--- src/rtl/load_store_unit_pkg.sv ---
// Shared types for the load/store unit: access sizes, FSM states and memory geometry.
package definitions;

  typedef logic [31:0] Register;
  typedef logic        Signal;

  localparam Signal ENABLE  = 1'b1;
  localparam Signal DISABLE = 1'b0;

  localparam int MemAddrWidth = 8;

  typedef enum logic [1:0] {
    SZ_BYTE = 2'b00,
    SZ_HALF = 2'b01,
    SZ_WORD = 2'b10
  } AccessSize;

  typedef enum logic [1:0] {
    IDLE = 2'b00,
    RD   = 2'b01,
    WR   = 2'b10,
    RESP = 2'b11
  } LsuState;

endpackage

--- src/rtl/load_store_unit_lane_merge.sv ---
// Combinational lane logic: merges store data into a memory word and extracts/extends load data.
module lsu_lane_merge
  import definitions::*;
(
  input  logic [31:0] i_word,
  input  logic [31:0] i_wdata,
  input  logic [1:0]  i_size,
  input  logic [1:0]  i_lane,
  input  logic        i_unsigned,
  output logic [31:0] o_merged,
  output logic [31:0] o_load
);

  logic [7:0]  w_byte;
  logic [15:0] w_half;

  assign w_byte = i_word[8*i_lane +: 8];
  assign w_half = i_word[16*i_lane[1] +: 16];

  always_comb begin
    o_merged = i_word;
    case (i_size)
      SZ_BYTE: o_merged[8*i_lane +: 8]      = i_wdata[7:0];
      SZ_HALF: o_merged[16*i_lane[1] +: 16] = i_wdata[15:0];
      default: o_merged = i_wdata;
    endcase
  end

  always_comb begin
    o_load = i_word;
    case (i_size)
      SZ_BYTE: o_load = {{24{~i_unsigned & w_byte[7]}}, w_byte};
      SZ_HALF: o_load = {{16{~i_unsigned & w_half[15]}}, w_half};
      default: o_load = i_word;
    endcase
  end

endmodule

--- src/rtl/load_store_unit.sv ---
// Load/store unit between datapath and word-wide memory; sub-word stores use read-modify-write.
// Define LSU_MISALIGN_TRAP_EN to report misaligned accesses as errors instead of aligning them down.
module load_store_unit
  import definitions::*;
#(
  parameter int unsigned MEM_BYTES = 4 * (2 ** MemAddrWidth)
) (
  input  logic        clk,
  input  logic        rst_n,
  input  logic        req_valid,
  output logic        req_ready,
  input  logic        req_write,
  input  logic [1:0]  req_size,
  input  logic        req_unsigned,
  input  logic [31:0] req_addr,
  input  logic [31:0] req_wdata,
  output logic        rsp_valid,
  output logic [31:0] rsp_rdata,
  output logic        rsp_err,
  output logic [31:0] mem_addr,
  output logic        mem_read,
  output logic        mem_write,
  output logic [31:0] mem_wdata,
  input  logic [31:0] mem_rdata
);

  LsuState     r_state;
  Register     r_addr;
  Register     r_wdata;
  logic [1:0]  r_size;
  logic        r_write;
  logic        r_unsigned;
  logic        r_ready;
  logic        r_rsp_valid;
  Register     r_rsp_rdata;
  logic        r_rsp_err;
  logic        r_mem_read;
  logic        r_mem_write;
  Register     r_mem_wdata;

  logic        w_reserved;
  logic        w_oor;
  logic        w_err;
  Register     w_eff_addr;
  Register     w_merged;
  Register     w_load;

  assign w_reserved = (req_size == 2'b11);
  assign w_oor      = (req_addr >= MEM_BYTES);

`ifdef LSU_MISALIGN_TRAP_EN
  logic w_misal;
  assign w_misal    = ((req_size == SZ_HALF) && req_addr[0]) ||
                      ((req_size == SZ_WORD) && (req_addr[1:0] != 2'b00));
  assign w_err      = w_reserved | w_oor | w_misal;
  assign w_eff_addr = req_addr;
`else
  assign w_err      = w_reserved | w_oor;
  always_comb begin
    w_eff_addr = req_addr;
    case (req_size)
      SZ_HALF: w_eff_addr = {req_addr[31:1], 1'b0};
      SZ_WORD: w_eff_addr = {req_addr[31:2], 2'b00};
      default: w_eff_addr = req_addr;
    endcase
  end
`endif

  // Lane logic works straight off the combinational memory output during RD.
  lsu_lane_merge u_lane_merge (
    .i_word     (mem_rdata),
    .i_wdata    (r_wdata),
    .i_size     (r_size),
    .i_lane     (r_addr[1:0]),
    .i_unsigned (r_unsigned),
    .o_merged   (w_merged),
    .o_load     (w_load)
  );

  always_ff @(posedge clk or negedge rst_n) begin
    if (!rst_n) begin
      r_state     <= IDLE;
      r_addr      <= '0;
      r_wdata     <= '0;
      r_size      <= '0;
      r_write     <= 1'b0;
      r_unsigned  <= 1'b0;
      r_ready     <= 1'b1;
      r_rsp_valid <= 1'b0;
      r_rsp_rdata <= '0;
      r_rsp_err   <= 1'b0;
      r_mem_read  <= DISABLE;
      r_mem_write <= DISABLE;
      r_mem_wdata <= '0;
    end else begin
      case (r_state)
        IDLE: begin
          if (req_valid) begin
            r_addr     <= w_eff_addr;
            r_wdata    <= req_wdata;
            r_size     <= req_size;
            r_write    <= req_write;
            r_unsigned <= req_unsigned;
            r_ready    <= 1'b0;
            if (w_err) begin
              r_state     <= RESP;
              r_rsp_valid <= 1'b1;
              r_rsp_err   <= 1'b1;
              r_rsp_rdata <= '0;
            end else if (req_write && (req_size == SZ_WORD)) begin
              r_state     <= WR;
              r_mem_write <= ENABLE;
              r_mem_wdata <= req_wdata;
            end else begin
              r_state    <= RD;
              r_mem_read <= ENABLE;
            end
          end
        end
        RD: begin
          r_mem_read <= DISABLE;
          if (r_write) begin
            r_state     <= WR;
            r_mem_write <= ENABLE;
            r_mem_wdata <= w_merged;
          end else begin
            r_state     <= RESP;
            r_rsp_valid <= 1'b1;
            r_rsp_err   <= 1'b0;
            r_rsp_rdata <= w_load;
          end
        end
        WR: begin
          r_mem_write <= DISABLE;
          r_state     <= RESP;
          r_rsp_valid <= 1'b1;
          r_rsp_err   <= 1'b0;
          r_rsp_rdata <= '0;
        end
        default: begin
          r_state     <= IDLE;
          r_ready     <= 1'b1;
          r_rsp_valid <= 1'b0;
          r_rsp_err   <= 1'b0;
          r_rsp_rdata <= '0;
        end
      endcase
    end
  end

  assign req_ready = r_ready;
  assign rsp_valid = r_rsp_valid;
  assign rsp_rdata = r_rsp_rdata;
  assign rsp_err   = r_rsp_err;
  assign mem_addr  = {r_addr[31:2], 2'b00};
  assign mem_read  = r_mem_read;
  assign mem_write = r_mem_write;
  assign mem_wdata = r_mem_wdata;

endmodule

--- config.mk ---
export PLATFORM = sky130hd
export DESIGN_NAME = load_store_unit
export DESIGN_NICKNAME = d
export VERILOG_FILES = /design/src/rtl/load_store_unit_pkg.sv /design/src/rtl/load_store_unit_lane_merge.sv /design/src/rtl/load_store_unit.sv
export SDC_FILE = /design/constraint.sdc
export NUM_CORES = 1
export LEC_CHECK = 0
export ABC_AREA = 1
export CORE_MARGIN = 2
export CORE_UTILIZATION = 49
export DETAILED_ROUTE_END_ITERATION = 10
export PLACE_DENSITY = 0.81
export SETUP_SLACK_MARGIN = 0.02
export SYNTH_ARGS = -nofsm -noshare
export SYNTH_HDL_FRONTEND = slang
export SYNTH_HIERARCHICAL = 1
export SYNTH_SLANG_ARGS = --single-unit
--- constraint.sdc ---
create_clock -name clk -period 4.11 [get_ports clk]
set_input_delay 0.6165 -clock clk [delete_from_list [all_inputs] [get_ports clk]]
set_output_delay 0.6165 -clock clk [all_outputs]
set_load 0.02 [all_outputs]
==> summary.txt, run 1 <==
Worst setup path
  • Worst setup path start: r_addr[1]$_DFFE_PN0P_
  • CP cell instances: buf_4 > inv_2 > ha_1 > nand3_1 > o21ai_2 > nand2_1 > nand2_1 > nand2_1 > o21ai_0 > nand4_1 > nand2_1
  • Critical R2R Capture: mem_wdata[6]$_DFFE_PN0P_
  • Worst setup EP type: flip-flop
  • Setup Crit Path Kind: flip-flop to flip-flop
  • R2R Path Start: r_addr[1]$_DFFE_PN0P_
  • Crit Path Max Fanout: 28
  • R2r worst-path depth: 11
  • Worst Path Arrival: roughly 3.1 ns
  • Crit-path slowest cell: ha_1
  • Worst EP required: 4.48 ns
  • End of the critical path: mem_wdata[6]$_DFFE_PN0P_
  • Worst setup SP type: flip-flop
  • FF-to-FF setup slack: 1.38 ns
  • Critical Path Max Stage Delay: 0.62 ns
  • Most common cell on crit path: nand2_1

Clock tree
  • Clock latency on the worst-skew pair: 0.43 ns
  • H-tree depth: 4
  • CTS clk-pin slew, worst paths: roughly 0.070 ns
  • Cts-stage hold buffer count: 0
  • Setup bufs post-CTS: 0
  • CTS tree: built
  • CTS Buf Count: 17
  • CTS Buffer Depth: 2
  • CTS root buffer: clkbuf_16
  • Cts repair resizes: 0
  • Clock Sink Count: about 140

Route
  • Routed WL per cell: ~16 um
  • First-pass DRT Iterations: 5
  • Antenna viol nets, final: 0
  • Starting DRT DRC Count: slightly above 800
  • Vias per cell: 5.37
  • DRT Wirelength: 25000 um
  • Via count: 8159
  • Residual DRC: 0

Run
  • Maxcap violations: 0

Floorplanning
  • Core region area: around 16000 sq um
  • Die ar.: 17700 sq um
  • Height of the die: 133 um
  • Horiz. Die Dim: 133 um
  • Site Rows: 47
  • Initial cell density of the core: 0.497
  • I/O pin count: 204

Synth
  • #FFs+latches synth: 139
  • Syn Area/Cell: approximately 7.1 sq um
  • Synth warn: 6
  • Mapped Cells: 1149
  • Post-synthesis cell area: 8150 sq um
  • Post-synthesis sequential area ratio: 0.427
  • Synth cell types: 34

Power
  • Worst vdd ir: between 400 and 500 uV
  • Power Dens Cells: 813 nW/um^2
  • Leakage dissipation: approximately 5.3 nW

Run status
  • Status: finished, final reports clean

Global route
  • Largest net degree at the start of global routing: 98
  • GRT Total Usage: 0.281
  • Vias in the first global route: ~7500
  • First-pass GRT wire length: 39100 um
  • Grt ovf: 0
  • Antenna violations before repair: 0

Placement
  • Cell total after placement: between 1000 and 1500
  • IO Port Bufs: around 200
  • RePlAce Congestion: 0.947
  • Hpwl dp: 18100 um

STA
  • Setup TNS Final: 0 ns
  • Clock Skews: 0.00968 ns
  • Min Tclk post-route: 2.73 ns
  • Slew @ Worst Pin: 0.910 ns
  • Final setup fails: 0
  • RSZ-0062 raised after global routing: no
  • Fin. Hold Viols: 0
  • Max_slew headroom: 0.392
  • FMAX: around 370 MHz
  • Slew Limit Fails: 0
  • Final period util: 0.664

Final layout
  • Layout cells sized above 1: 0.0608
  • Antenna diodes: 0
  • Fill cells: 1466
  • Layout net count: approximately 1400
  • Layout Area Growth over Synthesis: 29.4%
  • Post-Layout Cell Count: 1520

Hold path
  • Worst Hold Class: primary input to asynchronous set/reset pin
per-stage QoR:
step	hold slack (ns)	instance area, sq um	util	setup slack (ns)	power, W
2_1_floorplan	0.321	8150	-	1.96	0.00553
3_3_place_gp	0.454	9950	0.606	1.26	0.00689
3_5_place_dp	0.457	9950	0.606	1.18	0.00698
4_1_cts	0.329	10500	0.643	1.42	0.00855
5_1_grt	0.373	10500	0.643	1.17	0.00912
6_report	0.294	10500	0.643	1.38	0.00857
flip-flops by register name, indices dropped and copies added (netlist names), 2 cells and up:
signal     count
mem_wdata     32
r_addr        32
r_wdata       32
rsp_rdata     32
r_size         2
r_state        2
how the worst min path moves through the flow:
stage / endpoint / slack (ns) / cells past startpoint / startpoint
after floorplan: mem_read$_DFFE_PN0P_ / 0.32 / 0 / rst_n
after global placement: rsp_rdata[29]$_DFFE_PN0P_ / 0.45 / 2 / rsp_rdata[29]$_DFFE_PN0P_
after detailed placement: rsp_rdata[28]$_DFFE_PN0P_ / 0.46 / 2 / rsp_rdata[28]$_DFFE_PN0P_
after CTS: mem_wdata[22]$_DFFE_PN0P_ / 0.33 / 1 / rst_n
after global routing: mem_wdata[9]$_DFFE_PN0P_ / 0.37 / 1 / rst_n
final: mem_wdata[27]$_DFFE_PN0P_ / 0.29 / 1 / rst_n
logic make-up (layout without fill, tap and decap cells):
| kind of cell | count (synthesis) | count (layout) | share of synthesized area |
|---|---|---|---|
| DFF | 139 | 139 | 0.427 |
| and+or+nand+nor | 715 | 715 | 0.377 |
| adders and majority gates | 12 | 12 | 0.0184 |
| AOI/OAI and AO/OA | 113 | 113 | 0.0725 |
| buffers and inverters | 169 | 319 | 0.105 |
| other | 1 | 2 | 0.000460 |
synth_stat cells:
cell / instances / area [sq um]
nand3_1: 50 / 250
nor2_4: 4 / 45.0
conb_1: 1 / 3.75
and3_1: 1 / 6.26
a21oi_2: 1 / 8.76
o21ai_0: 97 / 485
nand4_2: 1 / 12.5
and2_0: 2 / 12.5
buf_1: 5 / 18.8
nand3b_1: 1 / 7.51
nand2_1: 509 / 1910
nand2_2: 2 / 12.5
ha_1: 12 / 150
nor2_2: 5 / 31.3
nand3_2: 2 / 20.0
nand2_4: 2 / 22.5
clkbuf_1: 24 / 90.1
inv_2: 8 / 30.0
inv_1: 68 / 255
nand3_4: 2 / 35.0
nor3_1: 8 / 40.0
o22ai_1: 2 / 12.5
dfrtp_1: 138 / 3450
a21oi_1: 7 / 35.0
o211ai_1: 2 / 15.0
buf_4: 34 / 255
or2_2: 3 / 18.8
nor2_1: 50 / 188
o21ai_2: 3 / 26.3
nand4_1: 73 / 457
a22oi_1: 1 / 7.51
dfstp_2: 1 / 26.3
buf_6: 9 / 101
buf_2: 21 / 105
metal layers:
| layer | track usage | routed length (um) | vias up | part of all wire |
|---|---|---|---|---|
| li1 | - | - | 3921 | - |
| met5 | 0 | 0 | - | 0 |
| met2 | 0.444 | 11800 | 367 | 0.47 |
| met3 | 0.0644 | 2120 | 42 | 0.085 |
| met4 | 0.0932 | 577 | 0 | 0.023 |
| met1 | 0.383 | 10600 | 3829 | 0.42 |
cell usage in the layout (no fill, tap or decap), drive strengths merged:
cell type	instances
nand2	513
clkdlybuf4s50	200
dfrtp	138
o21ai	100
inv	86
nand4	74
nor2	59
nand3	54
clkbuf	17
ha	12
buf	11
nor3	8
a21oi	8
or2	3
clkinv	3
o22ai	2
conb	2
and2	2
o211ai	2
bufinv	1
clkinvlp	1
dfstp	1
nand3b	1
and3	1
a22oi	1
where the power goes:
part	internal (W)	switching, W	leakage [nW]
combinational	0.00167	0.00292	3.19
sequential	0.00198	0.000441	1.78
clock	0.000869	0.000695	0.292
total	0.00452	0.00405	5.26
critical path, delay by kind of cell (launching register included):
family,cells,cell delay [ns]
and+or+nand+nor,6,0.65
buffers and inverters,2,0.55
AOI/OAI and AO/OA,2,0.49
DFF,1,0.36
adders and majority gates,1,0.62
final cells by class:
class                      instances  area [sq um]  area share
sequential                       139          3480       0.330
timing repair buffer             211          2090       0.198
multi-input combinational        842          3820       0.362
clock buffer                      17           425      0.0403
clock inverter                    15           171      0.0163
inverter                          76           285      0.0270
tap                              220           275      0.0261
Power figures use the tool's default switching activity.
==> inputs of run 2 (changes only) <==
--- a/config.mk
+++ b/config.mk
@@ -7,9 +7,9 @@
 export LEC_CHECK = 0
 export ABC_AREA = 1
 export CORE_MARGIN = 2
-export CORE_UTILIZATION = 49
+export CORE_UTILIZATION = 45
 export DETAILED_ROUTE_END_ITERATION = 10
-export PLACE_DENSITY = 0.81
+export PLACE_DENSITY = 0.78
 export SETUP_SLACK_MARGIN = 0.02
 export SYNTH_ARGS = -nofsm -noshare
 export SYNTH_HDL_FRONTEND = slang
==> constraint.sdc (replaced) <==
create_clock -name clk -period 2.3 [get_ports clk]
set_input_delay 0.345 -clock clk [delete_from_list [all_inputs] [get_ports clk]]
set_output_delay 0.345 -clock clk [all_outputs]
set_load 0.02 [all_outputs]
==> summary.txt, run 2 (same netlist as run 1, synthesis figures left out) <==
Global route
  • GRT Total Usage: 0.261 (-0.0199)
  • Grt ovf: 0 (unchanged)
  • M3 GR Usage: 0.0698 (+0.00538)
  • First-pass GRT wire length: 40400 um (+3.3%)
  • Antenna violations before repair: 0 (unchanged)
  • Largest net degree at the start of global routing: 73 (-26%)
  • Vias in the first global route: 7728 (+2.9%)
  • Met1 Usage GRT: 0.349 (-0.0347)
  • GR Util met2: 0.417 (-0.0267)
  • Gr busiest metal: met2

Final layout
  • Sequential cell area: 3480 sq um (unchanged)
  • Layout Area Growth over Synthesis: 32.0%
  • Most frequent cells in the layout: 508 x nand2_1, 200 x clkdlybuf4s50_1, 138 x dfrtp_1
  • Multi-input gate area: 3820 sq um (about the same)
  • Layout cells sized above 1: 0.0763 (+0.0155)
  • Antenna diodes: 0 (unchanged)
  • Fill cells: 1659 (+13%)
  • Commonest non-fill, non-tap cell in the layout: nand2_1
  • Layout net count: 1426 (+1.7%)

Power
  • Clock share of power: 0.166 (-0.016)
  • Reg power frac: 0.277 (-0.006)
  • Comb pwr share: 0.557 (+0.022)
  • Power Dens Cells: 1430 nW/um^2 (+76%)
  • Sw frac: 0.465 (-0.00787)
  • Internal power: 0.00822 W (+82%)
  • Worst vdd ir: 895 uV (+120%)
  • Leakage dissipation: 5.35 nW (+1.9%)
  • P_sw: 0.00714 W (+76%)

STA
  • Clock Skews: 0.00855 ns (-0.00114 ns)
  • FMAX: 503 MHz (+37%)
  • Fin. Hold Viols: 0 (unchanged)
  • Slew @ Worst Pin: 0.615 ns (-0.296 ns)
  • Max_slew headroom: 0.590 (+0.198)
  • Slew Limit Fails: 0 (unchanged)
  • RSZ-0062 raised after global routing: no
  • Min Tclk post-route: 1.99 ns (-0.742 ns)
  • Final setup fails: 0 (unchanged)
  • Setup TNS Final: 0 ns (unchanged)
  • Hold Slack: 0.448 ns (+0.154 ns)
  • Final period util: 0.864 (+0.200)

Route
  • Vias per cell: 5.22 (-2.8%)
  • Antenna viol nets, final: 0 (unchanged)
  • Starting DRT DRC Count: 725 (-11%)
  • Residual DRC: 0 (unchanged)
  • First-pass DRT Iterations: 5 (unchanged)
  • Routed WL per cell: 16.0 um (-2.7%)
  • Via count: 8102 (-0.70%)
  • DRT Wirelength: 24900 um (-0.54%)

Floorplanning
  • Die ar.: 19200 sq um (+8.6%)
  • Height of the die: 139 um (+4.2%)
  • Site Rows: 49 (+4.3%)
  • Horiz. Die Dim: 139 um (+4.2%)
  • Core region area: 17800 sq um (+8.7%)
  • I/O pin count: 204 (unchanged)
  • Initial cell density of the core: 0.457 (-0.0399)

Clock tree
  • Clock latency on the worst-skew pair: 0.43 ns (about the same)
  • CTS root buffer: clkbuf_16
  • Clock Sink Count: 139 (unchanged)
  • CTS tree: built
  • CTS clk-pin slew, worst paths: 0.06 ns (about the same)
  • H-tree depth: 4 (unchanged)
  • CTS Buffer Depth: 2 (unchanged)
  • CTS Buf Count: 17 (unchanged)
  • Setup bufs post-CTS: 0 (unchanged)

Worst setup path
  • Worst setup SP type: flip-flop
  • Worst Path Arrival: 2.35 ns (-0.75 ns)
  • Worst setup EP type: flip-flop
  • Crit Path Max Fanout: 26 (-7.1%)
  • Setup Crit Path Kind: flip-flop to flip-flop
  • Worst EP required: 2.66 ns (-1.82 ns)

Run
  • Maxcap violations: 0 (unchanged)

Placement
  • IO Port Bufs: 201 (unchanged)
  • RePlAce Congestion: 0.969 (+2.3%)
  • Hpwl dp: 18600 um (+2.5%)

Run status
  • Status: finished, final reports clean

Hold path
  • Worst Hold Class: primary input to flip-flop
[run 2: changes by cell type in the layout (fill, tap and decap cells not counted), sizes merged]
| cell | delta |
|---|---|
| buf | +23 |
| bufinv | -1 |
| clkbuf | +2 |
| clkinv | -1 |
| clkinvlp | +4 |
| dlygate4sd3 | +1 |
| inv | -4 |
[run 2: final timing paths]
| check | startpoint | to | slack (ns) | cells past startpoint |
|---|---|---|---|---|
| setup reg to reg | r_addr[1]$_DFFE_PN0P_ | mem_wdata[9]$_DFFE_PN0P_ | 0.31 | 10 |
| hold / removal | req_addr[7] | r_addr[7]$_DFFE_PN0P_ | 0.45 | 3 |
| min in group asynchronous | rst_n | mem_wdata[2]$_DFFE_PN0P_ | 0.47 | 2 |
| max in group asynchronous | rst_n | rsp_rdata[11]$_DFFE_PN0P_ | 1.15 | 3 |
| setup / recovery | r_addr[1]$_DFFE_PN0P_ | mem_wdata[9]$_DFFE_PN0P_ | 0.31 | 10 |
| hold reg to reg | rsp_rdata[2]$_DFFE_PN0P_ | rsp_rdata[2]$_DFFE_PN0P_ | 0.47 | 2 |
[run 2: power by group through the flow]
stage / Combinational, W / Clock, W / Sequential, W
global route: 0.00942 / 0.00271 / 0.00439
finish: 0.00856 / 0.00256 / 0.00425
CTS: 0.00852 / 0.00260 / 0.00426
detailed placement: 0.00849 / 0 / 0.00426
global placement: 0.00836 / 0 / 0.00427
floorplan: 0.00516 / 0 / 0.00473
[run 2: metal layers]
metal	vias to the layer above	wire length, um
li1	3980	-
met1	3746	10800
met2	334	11600
met3	42	1870
met4	0	616
met5	-	0
[run 2: per-stage QoR]
step / instances / instance area, sq um / power (W) / setup slack [ns] / utilization
floorplan: 1150 / 8150 / 0.00989 / 0.151 / -
global placement: 1520 / 10200 / 0.0126 / 0.130 / 0.572
detailed placement: 1520 / 10200 / 0.0128 / 0.0539 / 0.572
CTS: 1553 / 10800 / 0.0154 / 0.345 / 0.603
global route: 1553 / 10800 / 0.0165 / 0.176 / 0.603
finish: 1553 / 10800 / 0.0154 / 0.314 / 0.603
[run 2: cell type report]
cell class,instances,area share
timing repair buffer,235,0.217
inverter,76,0.0265
clock inverter,13,0.0102
multi-input combinational,842,0.356
tap,229,0.0266
sequential,139,0.324
clock buffer,19,0.0403
[run 2: what timing repair did]
action / in CTS / in global routing
hold buffers: 1 / 0
resized for setup: 0 / 0
hold endpoints to repair: 59 / 0
[run 2: worst max-delay path, cell delays in order (launching register included)]
cell and delay, ns:
dfrtp_1 0.40, inv_2 0.08, buf_4 0.26, ha_1 0.23, and3_1 0.38, nand2_1 0.09
nand3_1 0.13, nand2_1 0.06, o21ai_0 0.07, nand4_1 0.11, nand2_1 0.10
